`src/rtl/prog_lut_sweep_pkg.sv`:
```
// Shared definitions for the programmable LUT with a built-in sweep engine.
package prog_lut_pkg;

  typedef enum logic [1:0] {
    ST_IDLE  = 2'd0,
    ST_SWEEP = 2'd1,
    ST_DONE  = 2'd2
  } state_e;

endpackage

```
`src/rtl/prog_lut_sweep_if.sv`:
```
// Config, evaluation and sweep-result signals of prog_lut_sweep.
interface prog_lut_sweep_if #(parameter int N_IN = 4);
  localparam int TT_W = 1 << N_IN;

  logic              cfg_en;
  logic              cfg_bit;
  logic [N_IN-1:0]   in_vec;
  logic              sweep_start;
  logic              out;
  logic              sweep_busy;
  logic              sweep_done;
  logic [N_IN-1:0]   sweep_vec;
  logic [TT_W-1:0]   sweep_sig;
  logic [N_IN:0]     ones_cnt;

  modport master (
    output cfg_en, cfg_bit, in_vec, sweep_start,
    input  out, sweep_busy, sweep_done, sweep_vec, sweep_sig, ones_cnt
  );

  modport slave (
    input  cfg_en, cfg_bit, in_vec, sweep_start,
    output out, sweep_busy, sweep_done, sweep_vec, sweep_sig, ones_cnt
  );
endinterface

```
`src/rtl/prog_lut_sweep_mux.sv`:
```
// Binary 2:1 mux tree selecting tt[sel]; level l is steered by sel[l].
module lut_mux #(
  parameter int SEL_W = 4
) (
  input  logic [(1<<SEL_W)-1:0] tt,
  input  logic [SEL_W-1:0]      sel,
  output logic                  y
);
  localparam int W = 1 << SEL_W;

  // Each level folds pairs into the low half of v, so v[0] ends as the root.
  always_comb begin : tree
    logic [W-1:0] v;
    v = tt;
    for (int l = 0; l < SEL_W; l++) begin
      for (int i = 0; i < (W >> (l + 1)); i++) begin
        v[i] = sel[l] ? v[2*i+1] : v[2*i];
      end
    end
    y = v[0];
  end
endmodule

```
`src/rtl/prog_lut_sweep.sv`:
```
// Serially loaded N-input truth table with registered output and an
// automatic ascending sweep that captures the table and its minterm count.
module prog_lut_sweep
  import prog_lut_pkg::*;
#(
  parameter int N_IN = 4
) (
  input  logic             clk,
  input  logic             rst_n,
  prog_lut_sweep_if.slave  bus
);
  localparam int TT_W = 1 << N_IN;
  localparam logic [N_IN-1:0] LAST = N_IN'(TT_W - 1);

  state_e            state_q, state_d;
  logic [TT_W-1:0]   tt_q, tt_d;
  logic [TT_W-1:0]   sig_work_q, sig_work_d;
  logic [TT_W-1:0]   sweep_sig_q, sweep_sig_d;
  logic [N_IN-1:0]   cnt_q, cnt_d;
  logic [N_IN-1:0]   sweep_vec_q, sweep_vec_d;
  logic [N_IN:0]     acc_q, acc_d;
  logic [N_IN:0]     ones_q, ones_d;
  logic              out_q, out_d;
  logic              busy_q, busy_d;
  logic              done_q, done_d;
  logic [N_IN-1:0]   sel;
  logic              mux_y;

  assign sel = (state_q == ST_SWEEP) ? cnt_q : bus.in_vec;

  lut_mux #(.SEL_W(N_IN)) u_mux (
    .tt  (tt_q),
    .sel (sel),
    .y   (mux_y)
  );

  always_comb begin
    state_d     = state_q;
    tt_d        = tt_q;
    sig_work_d  = sig_work_q;
    sweep_sig_d = sweep_sig_q;
    cnt_d       = cnt_q;
    sweep_vec_d = sweep_vec_q;
    acc_d       = acc_q;
    ones_d      = ones_q;
    out_d       = mux_y;
    case (state_q)
      ST_IDLE: begin
        // Config wins over a simultaneous start request.
        if (bus.cfg_en) begin
          tt_d = {bus.cfg_bit, tt_q[TT_W-1:1]};
        end else if (bus.sweep_start) begin
          state_d     = ST_SWEEP;
          cnt_d       = '0;
          acc_d       = '0;
          sweep_vec_d = '0;
        end
      end
      ST_SWEEP: begin
        sig_work_d[cnt_q] = mux_y;
        acc_d             = acc_q + {{N_IN{1'b0}}, mux_y};
        cnt_d             = cnt_q + 1'b1;
        // sweep_vec tracks the index being evaluated and freezes on the last one.
        if (cnt_q == LAST) state_d = ST_DONE;
        else               sweep_vec_d = cnt_d;
      end
      ST_DONE: begin
        sweep_sig_d = sig_work_q;
        ones_d      = acc_q;
        state_d     = ST_IDLE;
      end
      default: state_d = ST_IDLE;
    endcase
    busy_d = (state_d == ST_SWEEP);
    done_d = (state_q == ST_DONE);
  end

  always_ff @(posedge clk or negedge rst_n) begin
    if (!rst_n) begin
      state_q     <= ST_IDLE;
      tt_q        <= '0;
      sig_work_q  <= '0;
      sweep_sig_q <= '0;
      cnt_q       <= '0;
      sweep_vec_q <= '0;
      acc_q       <= '0;
      ones_q      <= '0;
      out_q       <= 1'b0;
      busy_q      <= 1'b0;
      done_q      <= 1'b0;
    end else begin
      state_q     <= state_d;
      tt_q        <= tt_d;
      sig_work_q  <= sig_work_d;
      sweep_sig_q <= sweep_sig_d;
      cnt_q       <= cnt_d;
      sweep_vec_q <= sweep_vec_d;
      acc_q       <= acc_d;
      ones_q      <= ones_d;
      out_q       <= out_d;
      busy_q      <= busy_d;
      done_q      <= done_d;
    end
  end

  assign bus.out        = out_q;
  assign bus.sweep_busy = busy_q;
  assign bus.sweep_done = done_q;
  assign bus.sweep_vec  = sweep_vec_q;
  assign bus.sweep_sig  = sweep_sig_q;
  assign bus.ones_cnt   = ones_q;
endmodule

```
`src/flat_wrapper.sv`:
```
// flat-port wrapper written by rule: the top's interface ports become plain ports
module prog_lut_sweep_flat import prog_lut_pkg::*;
#(
  parameter int N_IN = 4
)
  (clk, rst_n, bus_cfg_en, bus_cfg_bit, bus_in_vec, bus_sweep_start, bus_out, bus_sweep_busy, bus_sweep_done, bus_sweep_vec, bus_sweep_sig, bus_ones_cnt);
  prog_lut_sweep_if #(.N_IN(N_IN)) bus_i ();
  input  logic clk;
  input  logic rst_n;
  input wire logic [$bits(bus_i.cfg_en)-1:0] bus_cfg_en;
  input wire logic [$bits(bus_i.cfg_bit)-1:0] bus_cfg_bit;
  input wire logic [$bits(bus_i.in_vec)-1:0] bus_in_vec;
  input wire logic [$bits(bus_i.sweep_start)-1:0] bus_sweep_start;
  output wire logic [$bits(bus_i.out)-1:0] bus_out;
  output wire logic [$bits(bus_i.sweep_busy)-1:0] bus_sweep_busy;
  output wire logic [$bits(bus_i.sweep_done)-1:0] bus_sweep_done;
  output wire logic [$bits(bus_i.sweep_vec)-1:0] bus_sweep_vec;
  output wire logic [$bits(bus_i.sweep_sig)-1:0] bus_sweep_sig;
  output wire logic [$bits(bus_i.ones_cnt)-1:0] bus_ones_cnt;
  assign bus_i.cfg_en = bus_cfg_en;
  assign bus_i.cfg_bit = bus_cfg_bit;
  assign bus_i.in_vec = bus_in_vec;
  assign bus_i.sweep_start = bus_sweep_start;
  assign bus_out = bus_i.out;
  assign bus_sweep_busy = bus_i.sweep_busy;
  assign bus_sweep_done = bus_i.sweep_done;
  assign bus_sweep_vec = bus_i.sweep_vec;
  assign bus_sweep_sig = bus_i.sweep_sig;
  assign bus_ones_cnt = bus_i.ones_cnt;
  prog_lut_sweep #(.N_IN(N_IN)) u_core (.clk(clk), .rst_n(rst_n), .bus(bus_i));
endmodule
```
`config.mk`:
```
export PLATFORM = sky130hd
export DESIGN_NAME = prog_lut_sweep_flat
export DESIGN_NICKNAME = d
export VERILOG_FILES = /design/src/rtl/prog_lut_sweep_pkg.sv /design/src/rtl/prog_lut_sweep_if.sv /design/src/rtl/prog_lut_sweep_mux.sv /design/src/rtl/prog_lut_sweep.sv /design/src/flat_wrapper.sv
export SDC_FILE = /design/constraint.sdc
export NUM_CORES = 1
export LEC_CHECK = 0
export BUFFER_PORTS_ARGS = -buffer_cell sky130_fd_sc_hd__buf_2
export CORE_MARGIN = 5
export CORE_UTILIZATION = 50
export CTS_BUF_LIST = sky130_fd_sc_hd__clkbuf_4
export DETAILED_ROUTE_END_ITERATION = 8
export GPL_ROUTABILITY_DRIVEN = 0
export GPL_TIMING_DRIVEN = 0
export PLACE_DENSITY = 0.68
export SLEW_MARGIN = 20
export SYNTH_ARGS = -nofsm -noshare
export SYNTH_HDL_FRONTEND = slang
export SYNTH_SLANG_ARGS = --single-unit
```
`constraint.sdc`:
```
create_clock -name clk -period 5.71 [get_ports clk]
set_input_delay 1.142 -clock clk [delete_from_list [all_inputs] [get_ports clk]]
set_output_delay 1.142 -clock clk [all_outputs]
set_load 0.005 [all_outputs]
```
==> reports/qor.yml <==
holdCritPathClass: "reg -> reg"
mappedNetlistNets: 258
synth-async-reset-ratio_pct: 100
drtAntennaViolNets: 0
rsz0062_at_grt: "no"
antennaDiodeCount: 0
routed_via_density: 5.39
timing.critical_path.cells: "buf_2, mux2i_2, a21oi_1, a22o_1, a211oi_4, mux2_1, ha_1, ha_1, nand4_1, xor2_1, nor2_1"
clock_tree_from_tritoncts: "built"
placementRows: 28
tightestPinTransition_ns: 0.805
cts_sinks: 71
timing.critical_path.fanout_max: 9
htreeDepth: 3
clk_slew_on_worst_s_h_paths_ns: 0.11
max-slew-margin-rel_pct: 45.6
power.ir.vdd_worst_v: 0.000239
detailedRoute.firstIterationViolations: 90
critical_path.startpoint_type: "input port"
total_vias_in_the_final_route: 1999
mostFrequentLayoutCells: "sky130_fd_sc_hd__dfrtp_1 (71), sky130_fd_sc_hd__mux2_2 (38), sky130_fd_sc_hd__buf_2 (36), sky130_fd_sc_hd__nand2_1 (31), sky130_fd_sc_hd__mux2_1 (16)"
finalHoldViolCount: 0
fin_ws_ns: 2.65
remaining_drc_errors: 0
floorplan.core_area_um2: 5990
timing.critical_path.depth: 11
avgRoutedWirePerCell_um: 15.0
critical_path.top_delay_family: "compound AO/OA/AOI/OAI gates"
cts_resized: 0
synth_flop_cell: "sky130_fd_sc_hd__dfrtp_1"
pin_count: 37
place_area_um2: 3400
synth.yosys.seq_area_share_pct: 57.2
synth-seq-cells: 71
die_height_um: 88.8
post-place-ws_ns: 2.25
crit_path_time_final_ns: 3.06
largest_net_degree_at_the_start_of_global_routing: 42
area_growth_syn_to_layout_pct: 13.8
post_route_cells_drive_above_1_share_pct: 33.4
final_util_pct: 59.0
cts_hold_buf: 0
critical_path_data_required_time_ns: 5.99
power.leakage_uw: 0.00178
whs_path_depth: 1
max_cap_violations: 0
clk_latency_ns: 0.42
syn_area_per_cell_um2: 12.8
power-per-cell-area_nw_per_um2: 475
numCtsBuffers: 9
reg2reg_slack_ns: 2.66
fp.dieArea_um2: 7890
timing.critical_path.arrival_ns: 3.34
die_width_um: 88.8
layout_commonest_cell: "sky130_fd_sc_hd__dfrtp_1"
wirelength_um: 5580
setup_tns_ns: 0
synthDistinctLibCells: 33
dp_hpwl_um: 4020
timing.clock.skew_ns: 0.0139
timing.critical_path.slowest_cell_delay_ns: 0.38
final_setup_vio_count: 0
post_cts_setup_driven_buffer_insertion_count: 0
initial_utilization_pct: 51.8
grt.overflow.total: 0
placement.io_buffers: 36
vias_in_the_first_global_route: 1968
ctsRootBufferMaster: "sky130_fd_sc_hd__clkbuf_4"
worst_path_most_repeated_cell: "sky130_fd_sc_hd__ha_1"
first_pass_grt_wire_length_um: 9540
first_pass_iters: 4
synthCells: 243
worst_hold_slack_across_all_endpoints_ns: 0.496
worstSetupEndpointType: "flip-flop"
track_usage_pct: 16.0
yosys_warnings: 0
outcome: "finished clean"
layout.cell_area.non_filler_um2: 3530
number_of_antenna_violations_at_the_first_check_in_global_routing: 0
fin_nets: 306
cell_count_of_the_worst_reg_to_reg_path: 11
area_of_the_mapped_netlist_um2: 3110
cp_num_buf_inv: 1
crit_share_post_route_pct: 53.6
critical_path_class: "in -> reg"
max_freq_mhz: 327
clock_tree.buffer_depth: 2
synth-edff-count: 0
critical-path-slowest-cell: "sky130_fd_sc_hd__mux2i_2"
final_max_tran_viols: 0
## registers in the layout (all words and copies together), names as in the netlist
name,count
u_core.bus.ones_cnt,5
u_core.state_q,2
u_core.bus.out,1
u_core.bus.sweep_vec,4
u_core.bus.sweep_sig,16
u_core.acc_q,5
u_core.bus.sweep_busy,1
u_core.cnt_q,4
u_core.tt_q,16
u_core.sig_work_q,16
u_core.bus.sweep_done,1
## layer usage
metal / vias up / part of all wire, % / GRT usage [%]
met2: 41 / 46 / 24.6
met4: 0 / 1.5 / 4.95
met3: 11 / 5.8 / 5.68
met5: - / 0 / 0
met1: 999 / 47 / 21.4
li1: 948 / - / -
## power breakdown
group	switching, uW	internal [uW]
combinational	332	282
clock	173	130
sequential	104	657
total	609	1070
## final timing paths
| path | startpoint | end |
|---|---|---|
| setup / recovery | bus_in_vec[0] | u_core.acc_q[4] |
| hold / removal | u_core.sig_work_q[11] | u_core.sig_work_q[11] |
| setup reg to reg | u_core.state_q[0] | u_core.acc_q[4] |
| hold reg to reg | u_core.sig_work_q[11] | u_core.sig_work_q[11] |
| max in group asynchronous | rst_n | u_core.tt_q[8] |
| min in group asynchronous | rst_n | u_core.bus.sweep_sig[4] |
## cell families after synthesis
logic type,share of synthesized area (%)
buffers and inverters,2.22
and+or+nand+nor,9.27
xor gates and xnor gates,1.41
adders and majority gates,2.42
AOI/OAI and AO/OA,6.33
muxes,21.2
DFF,57.2
## cells in the mapped netlist, types with 2 or more instances
cell                       count  share of area, %
sky130_fd_sc_hd__a31oi_1       2              0.40
sky130_fd_sc_hd__a22o_1        5               1.4
sky130_fd_sc_hd__mux2_2       38                14
sky130_fd_sc_hd__nor2_1        8              0.97
sky130_fd_sc_hd__mux2i_1       2              0.64
sky130_fd_sc_hd__nor3_1        3              0.48
sky130_fd_sc_hd__ha_1          6               2.4
sky130_fd_sc_hd__clkbuf_1      6              0.73
sky130_fd_sc_hd__and2_1        2              0.40
sky130_fd_sc_hd__o31ai_1       4              0.97
sky130_fd_sc_hd__a211oi_4      2               1.3
sky130_fd_sc_hd__a21oi_1       9               1.5
sky130_fd_sc_hd__xor2_1        4               1.1
sky130_fd_sc_hd__dfrtp_1      71                57
sky130_fd_sc_hd__buf_4         2              0.48
sky130_fd_sc_hd__and3_1        4              0.81
sky130_fd_sc_hd__nand3_1       3              0.48
sky130_fd_sc_hd__inv_1         7              0.85
sky130_fd_sc_hd__nand2_1      31               3.7
sky130_fd_sc_hd__o21ai_0       5              0.81
sky130_fd_sc_hd__nand4_1       2              0.40
sky130_fd_sc_hd__mux2_1       16               5.8
## area by class of cell
type / count / area (um2)
Fill cell: 510 / 2460
Sequential cell: 71 / 1780
Multi-Input combinational cell: 156 / 1260
Timing Repair Buffer: 37 / 203
Tap cell: 75 / 93.8
Clock buffer: 9 / 67.6
Clock inverter: 7 / 63.8
Buffer: 9 / 42.5
Inverter: 7 / 26.3
## stage by stage
step,power [uW],cells
after global placement,1360,354
after global routing,1800,371
after floorplan,1200,243
final,1680,371
after CTS,1690,371
after detailed placement,1390,355
Power figures use the tool's default switching activity.
